[src/rtl/mc_pkg.sv]
// mc_pkg: FSM states and the address-window test shared by the
// request sequencer and memory_controller.
package mc_pkg;

    typedef enum logic [1:0] {IDLE, ISSUE, RD_CAPTURE, RESP} state_t;

    localparam int RESP_FLAG_W = 1;

    // Operands are widened to 33 bits so base + window size cannot overflow.
    function automatic logic addr_in_window(input logic [32:0] addr, input logic [32:0] base,
                                            input int abits);
        return (addr >= base) && (addr < base + (33'd1 << abits));
    endfunction

endpackage

[src/rtl/mem_req_fifo.sv]
// mem_req_fifo: synchronous request FIFO with show-ahead head and occupancy count.
module mem_req_fifo #(
    parameter int WIDTH = 25,
    parameter int DEPTH = 4
) (
    input  logic                     clk,
    input  logic                     reset_n,
    input  logic                     push,
    input  logic [WIDTH-1:0]         wdata,
    input  logic                     pop,
    output logic [WIDTH-1:0]         rdata,
    output logic [$clog2(DEPTH):0]   count,
    output logic                     full,
    output logic                     empty
);
    localparam int PW = $clog2(DEPTH);
    localparam int CW = PW + 1;

    logic [WIDTH-1:0] mem [DEPTH];
    logic [PW-1:0]    wp, rp;
    logic             do_push, do_pop;

    assign full    = count == CW'(DEPTH);
    assign empty   = count == '0;
    assign do_push = push && !full;
    assign do_pop  = pop && !empty;
    assign rdata   = mem[rp];

    always_ff @(posedge clk)
        if (do_push) mem[wp] <= wdata;

    always_ff @(posedge clk or negedge reset_n) begin
        if (!reset_n) begin
            wp    <= '0;
            rp    <= '0;
            count <= '0;
        end else begin
            wp    <= do_push ? wp + PW'(1) : wp;
            rp    <= do_pop ? rp + PW'(1) : rp;
            count <= count + CW'(do_push) - CW'(do_pop);
        end
    end

endmodule

[src/rtl/mem_req_sequencer.sv]
// mem_req_sequencer: queues CPU read/write requests and issues them one at a
// time to memory_controller, returning one in-order response per request.
module mem_req_sequencer
    import mc_pkg::*;
#(
    parameter int                    DATA_WIDTH     = 8,
    parameter int                    ADDR_WIDTH     = 16,
    parameter logic [ADDR_WIDTH-1:0] MEM_BASE_ADDR  = 16'h1000,
    parameter int                    MEM_ADDR_BITS  = 11,
    parameter int                    FIFO_DEPTH     = 4,
    parameter int                    TIMEOUT_CYCLES = 15
) (
    input  logic                            clk,
    input  logic                            reset_n,
    input  logic                            req_valid,
    output logic                            req_ready,
    input  logic                            req_write,
    input  logic [ADDR_WIDTH-1:0]           req_addr,
    input  logic [DATA_WIDTH-1:0]           req_wdata,
    output logic                            resp_valid,
    input  logic                            resp_ready,
    output logic                            resp_write,
    output logic                            resp_err,
    output logic [DATA_WIDTH-1:0]           resp_rdata,
    output logic [ADDR_WIDTH-1:0]           cpu_addr,
    output logic [DATA_WIDTH-1:0]           cpu_write_data,
    output logic                            cpu_read_en,
    output logic                            cpu_write_en,
    input  logic [DATA_WIDTH-1:0]           cpu_read_data,
    input  logic                            cpu_ready,
    output logic [$clog2(FIFO_DEPTH):0]     fifo_count
);
    localparam int FW = 1 + ADDR_WIDTH + DATA_WIDTH;
    localparam int TW = $clog2(TIMEOUT_CYCLES);

    state_t                 state, state_n;
    logic [TW-1:0]          tcnt, tcnt_n;
    logic [FW-1:0]          head;
    logic                   h_write, h_in_win, empty, full, pop, slot_free;
    logic [ADDR_WIDTH-1:0]  h_addr, cpu_addr_n;
    logic [DATA_WIDTH-1:0]  h_data, cpu_wdata_n, rdata_n;
    logic                   rd_en_n, wr_en_n, rv_n, rw_n, re_n;

    assign {h_write, h_addr, h_data} = head;
    assign req_ready = !full;
    assign slot_free = !resp_valid || resp_ready;
    assign h_in_win  = addr_in_window(33'(h_addr), 33'(MEM_BASE_ADDR), MEM_ADDR_BITS);

    mem_req_fifo #(.WIDTH(FW), .DEPTH(FIFO_DEPTH)) u_fifo (
        .clk     (clk),
        .reset_n (reset_n),
        .push    (req_valid && req_ready),
        .wdata   ({req_write, req_addr, req_wdata}),
        .pop     (pop),
        .rdata   (head),
        .count   (fifo_count),
        .full    (full),
        .empty   (empty)
    );

    always_comb begin
        state_n     = state;
        tcnt_n      = tcnt;
        pop         = 1'b0;
        cpu_addr_n  = cpu_addr;
        cpu_wdata_n = cpu_write_data;
        rd_en_n     = cpu_read_en;
        wr_en_n     = cpu_write_en;
        rv_n        = resp_valid && !resp_ready;
        rw_n        = resp_write;
        re_n        = resp_err;
        rdata_n     = resp_rdata;
        case (state)
            IDLE: if (!empty && slot_free) begin
                pop     = 1'b1;
                rw_n    = h_write;
                re_n    = !h_in_win;
                rdata_n = '0;
                if (h_in_win) begin
                    cpu_addr_n  = h_addr;
                    cpu_wdata_n = h_data;
                    wr_en_n     = h_write;
                    rd_en_n     = !h_write;
                    tcnt_n      = '0;
                    state_n     = ISSUE;
                end else begin
                    state_n = RESP;
                end
            end
            // Response fields are staged here; resp_valid rises one state later.
            ISSUE: if (cpu_ready || tcnt == TW'(TIMEOUT_CYCLES - 1)) begin
                rd_en_n = 1'b0;
                wr_en_n = 1'b0;
                rw_n    = cpu_write_en;
                re_n    = !cpu_ready;
                rdata_n = '0;
                state_n = (cpu_ready && cpu_read_en) ? RD_CAPTURE : RESP;
            end else begin
                tcnt_n = tcnt + TW'(1);
            end
            RD_CAPTURE: begin
                rdata_n = cpu_read_data;
                rv_n    = 1'b1;
                state_n = IDLE;
            end
            default: begin
                rv_n    = 1'b1;
                state_n = IDLE;
            end
        endcase
    end

    always_ff @(posedge clk or negedge reset_n) begin
        if (!reset_n) begin
            state          <= IDLE;
            tcnt           <= '0;
            cpu_addr       <= '0;
            cpu_write_data <= '0;
            cpu_read_en    <= 1'b0;
            cpu_write_en   <= 1'b0;
            resp_valid     <= 1'b0;
            resp_write     <= 1'b0;
            resp_err       <= 1'b0;
            resp_rdata     <= '0;
        end else begin
            state          <= state_n;
            tcnt           <= tcnt_n;
            cpu_addr       <= cpu_addr_n;
            cpu_write_data <= cpu_wdata_n;
            cpu_read_en    <= rd_en_n;
            cpu_write_en   <= wr_en_n;
            resp_valid     <= rv_n;
            resp_write     <= rw_n;
            resp_err       <= re_n;
            resp_rdata     <= rdata_n;
        end
    end

endmodule

[config.mk]
export PLATFORM = sky130hd
export DESIGN_NAME = mem_req_sequencer
export DESIGN_NICKNAME = d
export VERILOG_FILES = /design/src/rtl/mc_pkg.sv /design/src/rtl/mem_req_fifo.sv /design/src/rtl/mem_req_sequencer.sv
export SDC_FILE = /design/constraint.sdc
export NUM_CORES = 1
export LEC_CHECK = 0
export ABC_AREA = 1
export BUFFER_PORTS_ARGS = -buffer_cell sky130_fd_sc_hd__buf_2
export CAP_MARGIN = 20
export CORE_MARGIN = 5
export CORE_UTILIZATION = 25
export DETAILED_ROUTE_END_ITERATION = 10
export PLACE_DENSITY = 0.53
export SLEW_MARGIN = 20
export SYNTH_ARGS = -nofsm -noshare
export SYNTH_HDL_FRONTEND = slang
export SYNTH_SLANG_ARGS = --single-unit
[constraint.sdc]
create_clock -name clk -period 3.1 [get_ports clk]
set_clock_uncertainty 0.15 [all_clocks]
set_input_delay 0.31 -clock clk [delete_from_list [all_inputs] [get_ports clk]]
set_output_delay 0.31 -clock clk [all_outputs]
set_load 0.02 [all_outputs]
======== Yosys cells after proc, flatten, opt, wreduce, memory -nomap -nowiden ========
Memory sizes are Yosys's and may differ from the RTL's.
Index checks and enable logic that the tools add are counted.
Widths: inputs -> output; s select.
word-level totals
  RAM bits ................................ 100
  register bits after elaboration ......... 50
  memories kept ........................... 1
  output and inout port bits .............. 41
  input bits .............................. 38
memories
  name        words  width  read ports  clocked after memory_dff  write ports  line                text
  u_fifo.mem  4      25     1           0                         1            mem_req_fifo.sv:19  logic [WIDTH-1:0] mem [DEPTH];
operators by class
  magnitude comparators ................... 2
  add/subtract/negate cells ............... 5
  reduce and logical (&&, ||, !) cells .... 27
  equality and inequality tests ........... 8
  mux-type cells .......................... 30
operators with widths
  kind                  count
  $pmux 8 s3            1
  $ge 16x13->1 const B  1
  $lt 16x13->1 const B  1
  $mux 8                2
  $mux 1                15
  $mux 4                3
  $reduce_and 3->1      3
  $ne 2x2->1 const B    4
  $pmux 1 s2            4
  $pmux 4 s2            1
  $reduce_and 4->1      2
  $logic_and 1x1->1     7
  $logic_not 1->1       7
  $mux 2                3
  $add 2x1->2 const B   2
  $add 4x1->4 const B   1
  $eq 4x4->1 const B    1
  $pmux 2 s2            1
  $add 3x1->3           1
  $eq 3x3->1 const B    1
  $logic_not 3->1       1
  $reduce_bool 3->1     1
  $sub 3x1->3           1
  $eq 2x1->1 const B    1
  other kinds (6)       7

======== Logic depth before layout (Yosys ltp) ========
Gate-level depths: netlist (run 1).
  depth in word-level cells ............... 7
  gate-level depth with buffers ........... 11
  mapped depth without buffers ............ 10

======== By module ========
From an unflattened synthesis (run 1), not the netlist that was laid out.
second synthesis, totals
  cells, all modules ...................... 591
  area total of the unflattened synthesis .. 6239.7 um^2
modules (own cells, without submodules)
  module             cells each  times used  seq. area each (um^2)  area each (um^2)
  mem_req_fifo       375         1           3178.0                 4372.9
  mem_req_sequencer  216         1           1076.0                 1866.8

======== Least setup slack after synthesis (run 1) ========
OpenSTA, ideal clock, no wires.
  path kind ............................... reg2reg
  start point ............................. register u_fifo.count[1]
  end point ............................... memory u_fifo.mem[0][0], enable pin
  path buffers ............................ 0
  cell stages (with the launch flop) ...... 5
  clock period less this slack ............ 2571 ps
  arrival ................................. 2014 ps
  setup slack ............................. 529 ps
  setup time .............................. 407 ps
  required time ........................... 2543 ps
  cells stage by stage .................... dfrtp_1 -> nor2_1 -> nand2_1 -> nand2_1 -> nor2_1
on the way
  word-level cells in the longest chain between the ends .. 6
RTL lines
  element                         line                     text
  from (decl)                     mem_req_fifo.sv:12       output logic [$clog2(DEPTH):0] count,
  from (signal assigned)          mem_req_fifo.sv:40       count <= count + CW'(do_push) - CW'(do_pop);
  $eq 3x3->1 *                    mem_req_fifo.sv:23       assign full = count == CW'(DEPTH);
  $logic_not 1->1 *               mem_req_sequencer.sv:45  assign req_ready = !full;
  named net req_ready             mem_req_sequencer.sv:16  output logic req_ready,
  $logic_and 1x1->1               mem_req_sequencer.sv:52  .push (req_valid && req_ready),
  $logic_and 1x1->1 *             mem_req_fifo.sv:25       assign do_push = push && !full;
  $mux 1 *                        mem_req_fifo.sv:30       if (do_push) mem[wp] <= wdata;
  $mux 1 (implied by the code) *  mem_req_fifo.sv:30
  to (decl)                       mem_req_fifo.sv:19
The timed path passes the listed nets; every way through them passes the cells marked *.

======== Worst setup path after layout (run 1) ========
  start point ............................. register state[1]
  end point ............................... register u_fifo.count[2]
on the way
  word-level cells in the longest chain between the ends .. 4
RTL lines
  element                 line                      text
  from (decl)             mem_req_sequencer.sv:36   state_t state, state_n;
  from (signal assigned)  mem_req_sequencer.sv:126  state <= state_n;
  $logic_not 2->1         mem_req_sequencer.sv:73   case (state)
  $mux 1                  mem_req_sequencer.sv:73
  $logic_and 1x1->1       mem_req_fifo.sv:26        assign do_pop = pop && !empty;
  $sub 3x1->3             mem_req_fifo.sv:40
No other way between the ends.
A chain may end at the register's enable or synchronous reset.

==> reports/qor.yml, run 1 <==
die_h_um: 166.8
fin_area_um2: 7799
drc_errors: 0
io_pins: 79
htree_levels: 4
period_minus_slack_ns: 2.398
die-area_um2: 27810
syn-num-nets: 599
ir_drop_mv: 0.4303
yosysUniqueCellTypes: 25
num_rows: 57
num_vias: 4014
p_leak_nw: 3.359
synthCells: 552
postRouteAntennaNets: 0
nets: 720
clkTransAtPathRegs_ns: 0.06
max_cap_violations: 0
synth.cell_area_um2: 6143
cts_buffers: 17
gp_congestion: 0.7258
critPathLaunchType: "flip-flop"
cts_setup_buffers: 0
antenna_found_initial: 2
vias_per_cell: 3.970
dpl_worst_slack_ns: 0.7036
grt_pass1_wl_um: 21410
grt_pass1_vias: 3961
cts_sinks: 150
synth_edf_count: 100
grt_max_degree: 41
drive_gt1_share_pct: 18.51
crit_chain: "nor2_1 > nand3_1 > inv_1 > ha_1 > inv_1 > ha_1 > fa_1 > xor2_1"
root_buffer: "clkbuf_16"
io_buffers: 78
hp-class: "in -> reg"
async_reset_ff_share_pct: 33.33
hold_violations: 0
finalMaxSlewViolations: 0
routed_wl_um: 13200
place_hpwl_um: 8637
critical_path.slowest_cell: "dfrtp_1"
worst_pin_slew_ns: 0.8116
globalRoute.totalOverflow: 0
setup_viol: 0
period_share_pct: 77.35
clk_latency_ns: 0.42
slew_headroom_pct: 45.90
syn_to_final_growth_pct: 26.95
max_stage_delay_ns: 0.57
grt_usage_pct: 9.704
drt_iter0_markers: 226
yosysWarnings: 0
powerDensity_nw_per_um2: 923.9
syn_area_per_cell_um2: 11.13
fin_tns_setup_ns: 0
initial_utilization_pct: 25.34
path_class: "reg -> reg"
cts_buffer_depth: 2
tritoncts: "done"
dp_cells: 944
grt_setup_unrepaired: "false"
stdcell_count: 1011
fmax_ghz: 0.4171
ys.flop_type: "edfxtp_1"
crit_required_ns: 3.25
outcome: "completed"
place_area_um2: 6900
ys_ff_latch: 150
wire_per_inst_um: 13.06
ys_seq_area_share_pct: 69.25
core_area_um2: 24250
firstDrtPassIters: 4
path_max_fanout: 11
fp.dieW_um: 166.8
arrival_ns: 2.54
timing.final.ws_setup_ns: 0.7022
critical_path.endpoint_type: "flip-flop"
## where the power goes
part	switching, mW	leakage, nW	internal, mW
registers	0.240	1.49	2.70
logic	1.58	1.60	0.758
clock network	0.818	0.270	1.11
total	2.64	3.36	4.56
## sequential cells by signal (all words and copies together) (netlist names), 2 cells and up
| name | flops |
|---|---|
| cpu_addr | 16 |
| resp_rdata | 8 |
| u_fifo.count | 3 |
| state | 2 |
| cpu_write_data | 8 |
| u_fifo.rp | 2 |
| u_fifo.wp | 2 |
| u_fifo.mem | 100 |
| tcnt | 4 |
## per-stage QoR
step                hold WS [ns]  utilization [%]  power (mW)
CTS                      0.02700            32.15       7.316
finish                   0.03961            32.16       7.205
global route             0.08204            32.16       7.725
detailed placement        0.3013            28.46       5.321
floorplan                -0.1356                -       4.552
global placement          0.2966            28.46       5.301
## layer usage
metal  up-vias  GRT usage [%]  part of all wire [%]
li1       2049              -                     -
met1      1869          12.31                    48
met2        75          15.63                    47
met3        19          2.915                   4.0
met4         2          3.806                   1.5
met5         -              0                 0.098
## synth_stat cells, types with 3 or more instances
| master | count | area [µm²] |
|---|---|---|
| nand2_1 | 90 | 337.8 |
| a21oi_1 | 3 | 15.01 |
| nor2_1 | 85 | 319.1 |
| xor2_1 | 6 | 52.55 |
| edfxtp_1 | 100 | 3003 |
| nand3b_1 | 20 | 150.1 |
| dfrtp_1 | 50 | 1251 |
| buf_6 | 4 | 45.04 |
| ha_1 | 8 | 100.1 |
| o21ai_0 | 52 | 260.3 |
| buf_2 | 6 | 30.03 |
| o21ai_1 | 8 | 40.04 |
| inv_1 | 71 | 266.5 |
| clkbuf_1 | 7 | 26.28 |
| nand3_1 | 28 | 140.1 |
## critical path, delay by kind of cell (launching register included)
kind	cells	cell delay (ns)
xor gates and xnor gates	1	0.17
adders and majority gates	3	0.87
buffers and inverters	2	0.14
DFF	1	0.57
and+or+nand+nor	2	0.39
## cells in the final DEF, fill, tap and decap left out
| master | synthesis | final |
|---|---|---|
| buf_4 | 0 | 10 |
| diode_2 | 0 | 1 |
| o21ai_1 | 8 | 8 |
| o21ai_0 | 52 | 52 |
| inv_2 | 2 | 2 |
| dlygate4sd3_1 | 0 | 34 |
| xnor2_1 | 1 | 1 |
| clkinv_2 | 0 | 1 |
| clkinv_1 | 0 | 3 |
| nand3_1 | 28 | 28 |
| bufinv_16 | 0 | 1 |
| nand3_2 | 1 | 1 |
| inv_1 | 71 | 71 |
| clkbuf_1 | 7 | 1 |
| xor2_1 | 6 | 6 |
| and3_1 | 1 | 1 |
| nor2_1 | 85 | 81 |
| clkinvlp_4 | 0 | 1 |
| clkinv_4 | 0 | 4 |
| ha_1 | 8 | 8 |
| dfrtp_1 | 50 | 50 |
| nand2_2 | 2 | 2 |
| nand2_1 | 90 | 90 |
| nor2_2 | 0 | 4 |
| or2_2 | 2 | 2 |
| inv_8 | 0 | 1 |
| o22ai_1 | 1 | 1 |
| edfxtp_1 | 100 | 100 |
| fa_1 | 1 | 1 |
| a21oi_1 | 3 | 3 |
| buf_2 | 6 | 78 |
| nand3b_1 | 20 | 20 |
| inv_6 | 0 | 3 |
| clkbuf_16 | 0 | 17 |
## final cells by class
class | count | area (µm²)
sequential | 150 | 4254
tap | 324 | 405.4
clock buffer | 18 | 429.2
inverter | 73 | 274.0
clock inverter | 14 | 126.4
timing repair buffer | 122 | 805.8
fill | 2494 | 16450
multi-input combinational | 309 | 1501
antenna | 1 | 2.502
## repair_timing
item	in CTS	in global routing
setup endpoints to repair	0	0
gates resized for setup	0	0
hold buffers	34	0
hold endpoints to repair	140	0
## cell families (layout without fill, tap and decap cells)
logic type | Yosys count | in the layout | synth area share [%]
adder cells (fa/ha/maj) | 9 | 9 | 1.955
AO/OA/AOI/OAI | 64 | 64 | 5.234
buffers and inverters | 93 | 227 | 6.477
flip-flops | 150 | 150 | 69.25
other | 0 | 1 | 0
XOR/XNOR | 7 | 7 | 0.9980
AND/OR/NAND/NOR | 229 | 229 | 16.09
## worst paths after layout
| check | from | to | slack (ns) | cells after the start |
|---|---|---|---|---|
| max | state[1] | u_fifo.count[2] | 0.70 | 8 |
| min | resp_ready | resp_valid | 0.04 | 4 |
| max reg2reg | state[1] | u_fifo.count[2] | 0.70 | 8 |
| min reg2reg | cpu_addr[12] | cpu_addr[12] | 0.33 | 1 |
| max in group asynchronous | reset_n | cpu_addr[4] | 1.66 | 3 |
| min in group asynchronous | reset_n | u_fifo.wp[0] | 0.36 | 2 |
No activity file was read; power rests on OpenSTA's default activity.
==> run 2: changes to the inputs <==
==> constraint.sdc (replaced) <==
create_clock -name clk -period 2.3 [get_ports clk]
set_clock_uncertainty 0.15 [all_clocks]
set_input_delay 0.23 -clock clk [delete_from_list [all_inputs] [get_ports clk]]
set_output_delay 0.23 -clock clk [all_outputs]
set_load 0.02 [all_outputs]
==> reports/qor.yml, run 2 (synthesis gave the netlist of run 1 again) <==
outcome: "completed"
ir_drop_mv: 0.5584  # +30%
core_area_um2: 24250  # unchanged
drt_iter0_markers: 264  # +17%
worst_pin_slew_ns: 0.3959  # -0.4156 ns
die_h_um: 166.8  # unchanged
slew_headroom_pct: 73.61  # +28 points
num_vias: 4041  # +0.67%
initial_utilization_pct: 25.34  # unchanged
nets: 729  # +1.3%
wire_per_inst_um: 12.56  # -3.8%
dp_cells: 951  # +0.74%
hp-class: "in -> reg"
regMostFlops: "u_fifo.mem"
routed_wl_um: 12810  # -3.0%
period_minus_slack_ns: 2.079  # -0.3189 ns
cts_resized: 0  # unchanged
finalMaxSlewViolations: 0  # unchanged
rr_startpoint: "u_fifo.count[1]"
io_buffers: 78  # unchanged
root_buffer: "clkbuf_16"
crit_required_ns: 2.44  # -0.81 ns
htree_levels: 4  # unchanged
stdcell_count: 1020  # +0.89%
vias_per_cell: 3.962  # -0.22%
io_pins: 79  # unchanged
final_common_cell: "edfxtp_1"
grt_pass1_vias: 4027  # +1.7%
firstDrtPassIters: 4  # unchanged
largest_register_ffs: 100  # unchanged
cts_buffers: 17  # unchanged
tritoncts: "done"
cts_sinks: 150  # unchanged
drive_gt1_share_pct: 20.14  # +1.6 points
r2r_end: "u_fifo.count[2]"
whs_endpoint: "u_fifo.wp[1]"
postCtsHoldBufs: 36  # +5.9%
arrival_ns: 2.22  # -0.32 ns
hold_violations: 0  # unchanged
fin_area_um2: 7940  # +1.8%
rr_worst_depth: 9  # +1
timing.final.ws_setup_ns: 0.2212  # -0.4811 ns
grt_setup_unrepaired: "false"
mostFrequentLayoutCells: "edfxtp_1 (100), nand2_1 (90), nor2_1 (81)"
fmax_ghz: 0.4810  # +15%
setup_viol: 0  # unchanged
postRouteAntennaNets: 0  # unchanged
path_max_fanout: 4  # -7
clkTransAtPathRegs_ns: 0.06  # about the same
max_cap_violations: 0  # unchanged
hold_slack_ns: 0.03266  # -0.006948 ns
cts_setup_buffers: 0  # unchanged
die-area_um2: 27810  # unchanged
period_share_pct: 90.38  # +13 points
final_util_pct: 32.75  # +0.58 points
path_class: "reg -> reg"
dpl_worst_slack_ns: 0.2173  # -0.4864 ns
grt_pass1_wl_um: 21360  # -0.26%
fin_tns_setup_ns: 0  # unchanged
grt_usage_pct: 9.639  # -0.065 points
cts_buffer_depth: 2  # unchanged
hold_depth: 4  # unchanged
place_hpwl_um: 8752  # +1.3%
fp.dieW_um: 166.8  # unchanged
finalPower_mw: 9.853  # +37%
r2r_slack_ns: 0.22  # -0.48 ns
drc_errors: 0  # unchanged
num_rows: 57  # unchanged
antenna_found_initial: 3  # +1
syn_to_final_growth_pct: 29.25
fill_cells: 2453  # -1.6%
powerDensity_nw_per_um2: 1241  # +34%
holdCritStartpoint: "req_valid"
p_leak_nw: 3.424  # +1.9%
place_area_um2: 7010  # +1.6%
clk_latency_ns: 0.41  # about the same
critPathLaunchType: "flip-flop"
globalRoute.totalOverflow: 0  # unchanged
top_regs: "u_fifo.mem (100), cpu_addr (16)"
gp_congestion: 0.7438  # +2.5%
critical_path.endpoint_type: "flip-flop"
grt_max_degree: 41  # unchanged
[run 2: cell count changes in the layout (fill, tap and decap cells not counted), sizes merged]
cell and change:
buf +7, clkinv -5, dlygate4sd3 +2, inv +5
[run 2: final cells by class]
class | count | area [µm²] | area share (%)
flip-flops and latches | 150 | 4257 | 53.61
clock buffers | 18 | 429.2 | 5.405
repair buffers | 131 | 928.4 | 11.69
multi-input cells | 309 | 1506 | 18.97
well taps | 324 | 405.4 | 5.106
inverters | 73 | 274.0 | 3.451
diodes | 1 | 2.502 | 0.03152
clock inverters | 14 | 137.6 | 1.733
[run 2: worst max-delay path, cell delays in order (launching register included)]
cell	delay, ns
dfrtp_2	0.43
nor2_1	0.13
nand2_1	0.10
nand3_2	0.07
inv_1	0.05
ha_1	0.26
inv_1	0.04
ha_1	0.19
fa_1	0.37
xor2_1	0.17
[run 2: how the worst max path moves through the flow]
stage	from	end	slack, ns
after floorplan	u_fifo.count[2]	u_fifo.mem[0][0]	-0.22
after global placement	u_fifo.count[1]	u_fifo.count[2]	0.25
after detailed placement	u_fifo.count[1]	u_fifo.count[2]	0.22
after CTS	u_fifo.count[1]	u_fifo.count[2]	0.20
after global routing	u_fifo.count[1]	u_fifo.count[2]	0.09
final	u_fifo.count[1]	u_fifo.count[2]	0.22
[run 2: power breakdown]
group          switching, mW  leakage (nW)  internal [mW]
sequential             0.280          1.48           3.63
combinational           2.16          1.66           1.13
clock                   1.13         0.279           1.52
[run 2: per-layer routing]
metal	GRT usage [%]	wire length [µm]	vias up
li1	-	-	2067
met1	12.57	6217	1862
met2	15.14	5830	86
met3	2.939	541	22
met4	3.700	205	4
met5	0	14	-
